==> src/rtl/popcorn_seq.sv <==
// popcorn_seq: microcoded control sequencer for the popcorn 8-bit CPU.
// Decodes the state register and the latched opcode into datapath enables,
// and drives three byte-latch strobes from falling-edge flops.
module popcorn_seq (
  input  logic       sys_clk,
  input  logic       sys_rst,
  input  logic [7:0] reg_opl,
  input  logic [2:0] reg_flag,
  output logic       w_opl,
  output logic       w_oplo,
  output logic       w_ophi,
  output logic       w_acc,
  output logic       w_ax,
  output logic       w_bx,
  output logic       w_p,
  output logic       w_flag,
  output logic       flag_mux,
  output logic [2:0] bbus_mux,
  output logic [3:0] alu_func,
  output logic       w_pc,
  output logic       pc_mux,
  output logic       w_sp,
  output logic       sp_mux,
  output logic [1:0] addx_mux,
  output logic       data_bus_wr,
  output logic       code_wr_l,
  output logic       halted
);

  typedef enum logic [3:0] {
    StFetch, StOplo, StOphi, StEx, StEx2,
    StC1, StC2, StC3, StC4, StC5,
    StR1, StR2, StR3, StR4, StR5,
    StHalt
  } state_e;

  localparam logic [2:0] ClsAluReg = 3'b001;
  localparam logic [2:0] ClsAluImm = 3'b010;
  localparam logic [2:0] ClsMov    = 3'b011;
  localparam logic [2:0] ClsLoad   = 3'b100;
  localparam logic [2:0] ClsStore  = 3'b101;
  localparam logic [2:0] ClsJump   = 3'b110;
  localparam logic [2:0] ClsSys    = 3'b111;

  state_e     state_q, state_d;
  logic [2:0] opc_cls;
  logic [1:0] opc_sub;
  logic [2:0] reg_bsel;
  logic       jump_take;
  // Strobe order in these vectors: {opl, oplo, ophi}.
  logic [2:0] strb_req;
  logic [2:0] strb_set_q;
  logic [2:0] strb_clr_q;

  assign opc_cls = reg_opl[7:5];
  assign opc_sub = reg_opl[1:0];

  // A strobe is high while its set and clear flops disagree: set at the falling
  // edge, cleared by the following rising edge, so one clean pulse per state.
  assign {w_opl, w_oplo, w_ophi} = strb_set_q ^ strb_clr_q;

  // State register.
  always_ff @(posedge sys_clk or negedge sys_rst) begin
    if (!sys_rst) state_q <= StFetch;
    else          state_q <= state_d;
  end

  // Falling-edge half of the strobe pulse generators.
  always_ff @(negedge sys_clk or negedge sys_rst) begin
    if (!sys_rst) strb_set_q <= 3'b000;
    else          strb_set_q <= strb_clr_q ^ strb_req;
  end

  // Rising-edge half: re-aligns clear with set, ending any pulse.
  always_ff @(posedge sys_clk or negedge sys_rst) begin
    if (!sys_rst) strb_clr_q <= 3'b000;
    else          strb_clr_q <= strb_set_q;
  end

  // Register-source B-bus select and jump condition from the opcode.
  always_comb begin
    reg_bsel = 3'b001;
    case (reg_opl[4:3])
      2'b01:   reg_bsel = 3'b010;
      2'b10:   reg_bsel = 3'b101;
      default: reg_bsel = 3'b001;
    endcase
    jump_take = 1'b1;
    case (opc_sub)
      2'b01:   jump_take = reg_flag[2];
      2'b10:   jump_take = reg_flag[0];
      2'b11:   jump_take = reg_flag[1];
      default: jump_take = 1'b1;
    endcase
  end

  // Next-state: instruction length and extra states follow the opcode class.
  always_comb begin
    state_d = state_q;
    case (state_q)
      StFetch: begin
        case (opc_cls)
          ClsAluImm, ClsLoad, ClsStore, ClsJump: state_d = StOplo;
          ClsSys: begin
            case (opc_sub)
              2'b00:   state_d = StOplo;
              2'b01:   state_d = StR1;
              2'b10:   state_d = StHalt;
              default: state_d = StEx;
            endcase
          end
          default: state_d = StEx;
        endcase
      end
      StOplo:  state_d = (opc_cls == ClsAluImm) ? StEx : StOphi;
      // Only CALL reaches OPHI with the system class.
      StOphi:  state_d = (opc_cls == ClsSys) ? StC1 : StEx;
      StEx:    state_d = (opc_cls == ClsLoad) ? StEx2 : StFetch;
      StEx2:   state_d = StFetch;
      StC1:    state_d = StC2;
      StC2:    state_d = StC3;
      StC3:    state_d = StC4;
      StC4:    state_d = StC5;
      StC5:    state_d = StFetch;
      StR1:    state_d = StR2;
      StR2:    state_d = StR3;
      StR3:    state_d = StR4;
      StR4:    state_d = StR5;
      StR5:    state_d = StFetch;
      StHalt:  state_d = StHalt;
      default: state_d = StFetch;
    endcase
  end

  // Output decode: idle values first, each state overrides only what it uses.
  // Held idle while reset is asserted even though the state reads FETCH.
  always_comb begin
    w_acc       = 1'b1;
    w_ax        = 1'b1;
    w_bx        = 1'b1;
    w_p         = 1'b1;
    w_flag      = 1'b1;
    flag_mux    = 1'b1;
    bbus_mux    = 3'b000;
    alu_func    = 4'b1001;
    w_pc        = 1'b1;
    pc_mux      = 1'b1;
    w_sp        = 1'b1;
    sp_mux      = 1'b0;
    addx_mux    = 2'b01;
    data_bus_wr = 1'b1;
    code_wr_l   = 1'b1;
    halted      = 1'b0;
    strb_req    = 3'b000;
    if (sys_rst) begin
      case (state_q)
        StFetch: begin strb_req = 3'b100; w_pc = 1'b0; end
        StOplo:  begin strb_req = 3'b010; w_pc = 1'b0; end
        StOphi:  begin strb_req = 3'b001; w_pc = 1'b0; end
        StEx: begin
          case (opc_cls)
            ClsAluReg, ClsAluImm: begin
              alu_func = {1'b0, reg_opl[2:0]};
              bbus_mux = (opc_cls == ClsAluImm) ? 3'b110 : reg_bsel;
              w_acc    = 1'b0;
              w_flag   = 1'b0;
              flag_mux = 1'b1;
            end
            ClsMov: begin
              case (opc_sub)
                2'b00:   w_ax = 1'b0;
                2'b01:   w_bx = 1'b0;
                2'b10:   w_p  = 1'b0;
                default: ;
              endcase
            end
            ClsLoad: begin addx_mux = 2'b00; strb_req = 3'b010; end
            ClsStore: begin
              addx_mux    = 2'b00;
              data_bus_wr = 1'b0;
              code_wr_l   = 1'b0;
            end
            ClsJump: if (jump_take) begin w_pc = 1'b0; pc_mux = 1'b0; end
            default: ;
          endcase
        end
        StEx2: begin bbus_mux = 3'b110; alu_func = 4'b1000; w_acc = 1'b0; end
        StC1, StC3: begin
          addx_mux    = 2'b10;
          bbus_mux    = (state_q == StC1) ? 3'b011 : 3'b100;
          alu_func    = 4'b1000;
          data_bus_wr = 1'b0;
          code_wr_l   = 1'b0;
        end
        StC2, StC4: begin w_sp = 1'b0; sp_mux = 1'b1; end
        StR1, StR3: begin w_sp = 1'b0; sp_mux = 1'b0; end
        StR2:       begin addx_mux = 2'b10; strb_req = 3'b001; end
        StR4:       begin addx_mux = 2'b10; strb_req = 3'b010; end
        StC5, StR5: begin w_pc = 1'b0; pc_mux = 1'b0; end
        StHalt:     halted = 1'b1;
        default: ;
      endcase
    end
  end

endmodule

==> config.mk <==
export PLATFORM = sky130hd
export DESIGN_NAME = popcorn_seq
export DESIGN_NICKNAME = d
export VERILOG_FILES = /design/src/rtl/popcorn_seq.sv
export SDC_FILE = /design/constraint.sdc
export NUM_CORES = 1
export LEC_CHECK = 0
export ABC_AREA = 1
export CORE_AREA = 2 2 52 54
export DETAILED_ROUTE_END_ITERATION = 16
export DIE_AREA = 0 0 54 56
export GPL_TIMING_DRIVEN = 0
export PLACE_DENSITY_LB_ADDON = 0.1
export SETUP_SLACK_MARGIN = 0.5
export SYNTH_ARGS = -nofsm -noshare
export SYNTH_HDL_FRONTEND = slang
export SYNTH_SLANG_ARGS = --single-unit
==> constraint.sdc <==
create_clock -name sys_clk -period 1.5 [get_ports sys_clk]
set_input_delay 0.3 -clock sys_clk [delete_from_list [all_inputs] [get_ports sys_clk]]
set_output_delay 0.3 -clock sys_clk [all_outputs]
set_load 0.03 [all_outputs]
==> impl_metrics.yaml, run 1 <==
clock_network:
  ctsResizeCount: 251
  cts_setup_buffers: 41
  root_buffer: "clkbuf_4"
  cts_sinks: 10
  cts_hold_buf: 1
  cts_buffer_depth: 2
  cts-htree-levels: 1
  cts_buffers: 3
floorplan:
  initial_core_util_pct: 43.6
  chipHeight_um: 56
  row_count: 18
  io_pins: 38
  die_w_um: 54
run_status:
  status: "stopped before the end"
  failing_step: "clock tree synthesis (4_1_cts)"
  error: "[ERROR DPL-0033] detailed placement checks failed during check placement."
yosys:
  synth-seq-cells: 10
  syn_inst: 174
  yosysUniqueCellTypes: 26
  synth.avg_cell_area_um2: 6.09
  ys_warn_count: 0
  yosysSeqAreaShare_pct: 23.6
  synth_top_area_cell: "dfrtp_1"
  netlist_area_mm2: 0.00106
  synth_top_area_share_pct: 16.5
  ys_top_cells_by_area: "dfrtp_1 (17%), nand2_1 (15%), nand3_1 (11%)"
  syn_nets: 192
placed_design:
  place.gp.congestion: 0.960
  port_buffers: 35
  dp.cells: 239
  dp_hpwl_mm: 2.76
[cells in the mapped netlist, drive strengths merged]
library cell	n
a21oi	7
inv	22
o211ai	2
nand3b	1
buf	6
nand3	25
conb	1
xor2	4
nor2	31
dfrtp	7
nand4	5
o22ai	1
ha	5
o21ai	5
nor3	2
o21a	1
dfrtn	3
nand2	46
[stage by stage]
| step | hold slack [ns] | area (um^2) | setup WS [ns] | utilization [%] |
|---|---|---|---|---|
| after detailed placement | 0.679 | 1700 | -1.32 | 70.0 |
| after floorplan | 0.00441 | 1310 | -0.442 | - |
| after global placement | 0.647 | 1700 | -1.25 | 70.0 |
[cell families after synthesis]
group | Yosys count | synth area share [%]
adder cells (fa/ha/maj) | 5 | 5.90
XOR/XNOR | 4 | 3.31
buffers and inverters | 28 | 11.1
flip-flops | 10 | 23.6
other | 1 | 0.354
AO/OA/AOI/OAI | 16 | 8.74
AND/OR/NAND/NOR | 110 | 47.0
==> run 2: changes to the inputs <==
==> config.mk (replaced) <==
export PLATFORM = sky130hd
export DESIGN_NAME = popcorn_seq
export DESIGN_NICKNAME = d
export VERILOG_FILES = /design/src/rtl/popcorn_seq.sv
export SDC_FILE = /design/constraint.sdc
export NUM_CORES = 1
export LEC_CHECK = 0
export ABC_AREA = 1
export CORE_AREA = 2 2 63 65
export DETAILED_ROUTE_END_ITERATION = 16
export DIE_AREA = 0 0 65 67
export GPL_TIMING_DRIVEN = 0
export PLACE_DENSITY_LB_ADDON = 0.15
export SYNTH_ARGS = -nofsm -noshare
export SYNTH_HDL_FRONTEND = slang
export SYNTH_SLANG_ARGS = --single-unit
==> run 2 against run 1 <==
Against the previous run: the flow now finishes, with violations (setup timing); synthesized area stayed put; synthesized cell count is the same.
==> impl_metrics.yaml, run 2 <==
worst_setup_path:
  path_class: "register to output port"
  path_cells: "xor2_4, buf_6"
  worst_ep_arrival_time_ns: 1.81
  end_kind: "output port"
  cp_slowest_cell: "dfrtn_1"
  rr_startpoint: "state_q[3]$_DFF_PN0_"
  crit_fanout: 2
  r2r_slack_ns: -0.58
  reg2reg_depth: 8
  required_ns: 1.20
  slowest_delay_ns: 0.49
  start_kind: "register"
  r2r_end: "strb_set_q[1]$_DFF_NN0_"
floorplan:
  chipHeight_um: 67
  io_pins: 38
  row_count: 22
  die_w_um: 65
  die-area_mm2: 0.00436
  core_mm2: 0.00361
  initial_core_util_pct: 29.4
power_and_ir_drop:
  power_leakage_nw: 0.975
  power.density_mw_per_mm2: 348
  max-vdd-ir-drop_mv: 0.313
timing:
  rsz0062_at_grt: "yes"
  finalHoldViolCount: 0
  setup_slack_ns: -0.615
  skew_ns: 0.0221
  drv_slew: 0
  finalSetupViolations: 27
  whs_ns: 0.458
yosys:
  yosysSeqAreaShare_pct: 23.6
  synth-seq-cells: 10
  ys_top_cells_by_area: "dfrtp_1 (17%), nand2_1 (15%), nand3_1 (11%)"
  synth_top_area_share_pct: 16.5
  syn_inst: 174
  synthMostInstantiatedCell: "nand2_1"
  synth_edf_count: 0
  synth_ff_type: "dfrtp_1"
  ys_warn_count: 0
  synth.avg_cell_area_um2: 6.09
  yosysUniqueCellTypes: 26
  synthTopCellsByCount: "nand2_1 (42), nor2_1 (27), nand3_1 (23), inv_1 (19)"
  synthArstFlopShare_pct: 100
  netlist_area_mm2: 0.00106
  syn_nets: 192
  synth_top_area_cell: "dfrtp_1"
routing:
  via_count: 1438
  first_pass_iters: 4
  antenna_left: 0
  route.detailed.drc: 0
  wl_per_cell_um: 14.1
  drtIter0Drc: 97
  wl_mm: 4.17
  vias_per_cell: 4.86
global_routing:
  grt_antenna_before_repair: 0
  overflow: 0
  grt.total_usage_pct: 15.9
  grt_pass1_vias: 1196
  grt_pass1_wl_mm: 5.35
  grt_max_degree: 11
cells_and_area:
  final_cell_mix: "buf_6 (32), nand2_1 (30), buf_4 (27)"
  largest_reg_flops: 4
  stdcell_area_mm2: 0.00222
  top_regs: "state_q: 4 flops, strb_clr_q: 3 flops, strb_set_q: 3 flops"
  drive_gt1_share_pct: 55.6
  max_flop_register: "state_q"
  final_common_cell: "buf_6"
  antennaDiodeCount: 0
  final_net_count: 267
  area_delta_synth_final_pct: 110
run_status:
  violations: "setup timing"
  status: "complete, but fails checks"
flow_run:
  cap_violations: 0
clock_network:
  clock_latency_ns: 0.26
  cts_sinks: 10
  root_buffer: "clkbuf_8"
  cts-htree-levels: 1
  cts_buffers: 3
  path_clk_slew_ns: 0.04
  cts_buffer_depth: 2
  tritoncts: "yes"
hold_path:
  hp-class: "input port to async pin"
placed_design:
  port_buffers: 35
  dp_hpwl_mm: 2.56
  place.gp.congestion: 0.871
  placed_cell_area_mm2: 0.00158
## run 2: metrics by stage
step	total power [mW]	TNS [ns]	util (%)	worst slack (ns)	instances
after floorplan	0.344	-2.52	-	-0.446	174
after global placement	0.403	-32.08	43.8	-1.53	257
after detailed placement	0.404	-32.95	43.8	-1.56	257
after CTS	0.759	-11.95	46.7	-0.617	266
after global routing	0.816	-12.32	61.6	-0.656	296
final	0.774	-10.57	61.6	-0.615	296
## run 2: worst max-delay path, delay by kind of cell, from the launching register on
family	cells	cell delay (ns)
flip-flops	1	0.49
buffers and inverters	1	0.15
XOR/XNOR	1	0.17
## run 2: what timing repair did
item                                    4_1_cts  5_1_grt
setup buffers                                 4       31
gates resized for setup                     125      141
endpoints found under the hold margin         7        0
pin swaps                                     1       13
hold buffers                                  1        0
endpoints found under the setup margin       27       27
## run 2: area by class of cell
type / count / area (um^2)
buffer: 6 / 66.3
fill: 324 / 1390
inverter: 22 / 101
clock buffer: 4 / 55.1
multi-input combinational: 136 / 1010
tap: 48 / 60.1
sequential: 10 / 254
timing repair buffer: 70 / 676
## run 2: worst max-delay path by stage
stage                                        from                       to  slack, ns  cells past startpoint
final                     strb_set_q[0]$_DFF_NN0_                   w_ophi      -0.61                      2
after global routing         state_q[3]$_DFF_PN0_  strb_set_q[1]$_DFF_NN0_      -0.66                      8
after CTS                 strb_set_q[0]$_DFF_NN0_                   w_ophi      -0.62                      2
after detailed placement                  sys_rst              alu_func[0]      -1.56                      7
after global placement                    sys_rst              alu_func[0]      -1.53                      7
after floorplan              state_q[2]$_DFF_PN0_  strb_set_q[1]$_DFF_NN0_      -0.45                      9
## run 2: power by group
part           total [mW]  internal [mW]  switching, mW
Combinational       0.157         0.0680         0.0886
Clock               0.343          0.231          0.111
Sequential          0.275          0.272        0.00264
Total               0.774          0.571          0.203
## run 2: logic make-up (layout without fill, tap and decap cells)
kind of cell	after synthesis	count (layout)	share of synthesized area [%]
flops	10	10	23.6
other cells	1	1	0.354
compound gates	16	16	8.74
buf+inv	28	102	11.1
xor+xnor	4	4	3.31
simple gates	110	110	47.0
fa+ha+maj	5	5	5.90
## run 2: metal layers
| metal | vias up | global-route usage [%] | share of wire (%) |
|---|---|---|---|
| met1 | 652 | 19.8 | 38 |
| li1 | 700 | - | - |
| met5 | - | 0 | 0 |
| met4 | 0 | 3.99 | 2.1 |
| met3 | 10 | 4.05 | 7.8 |
| met2 | 76 | 27.3 | 53 |
Power figures use the tool's default switching activity.
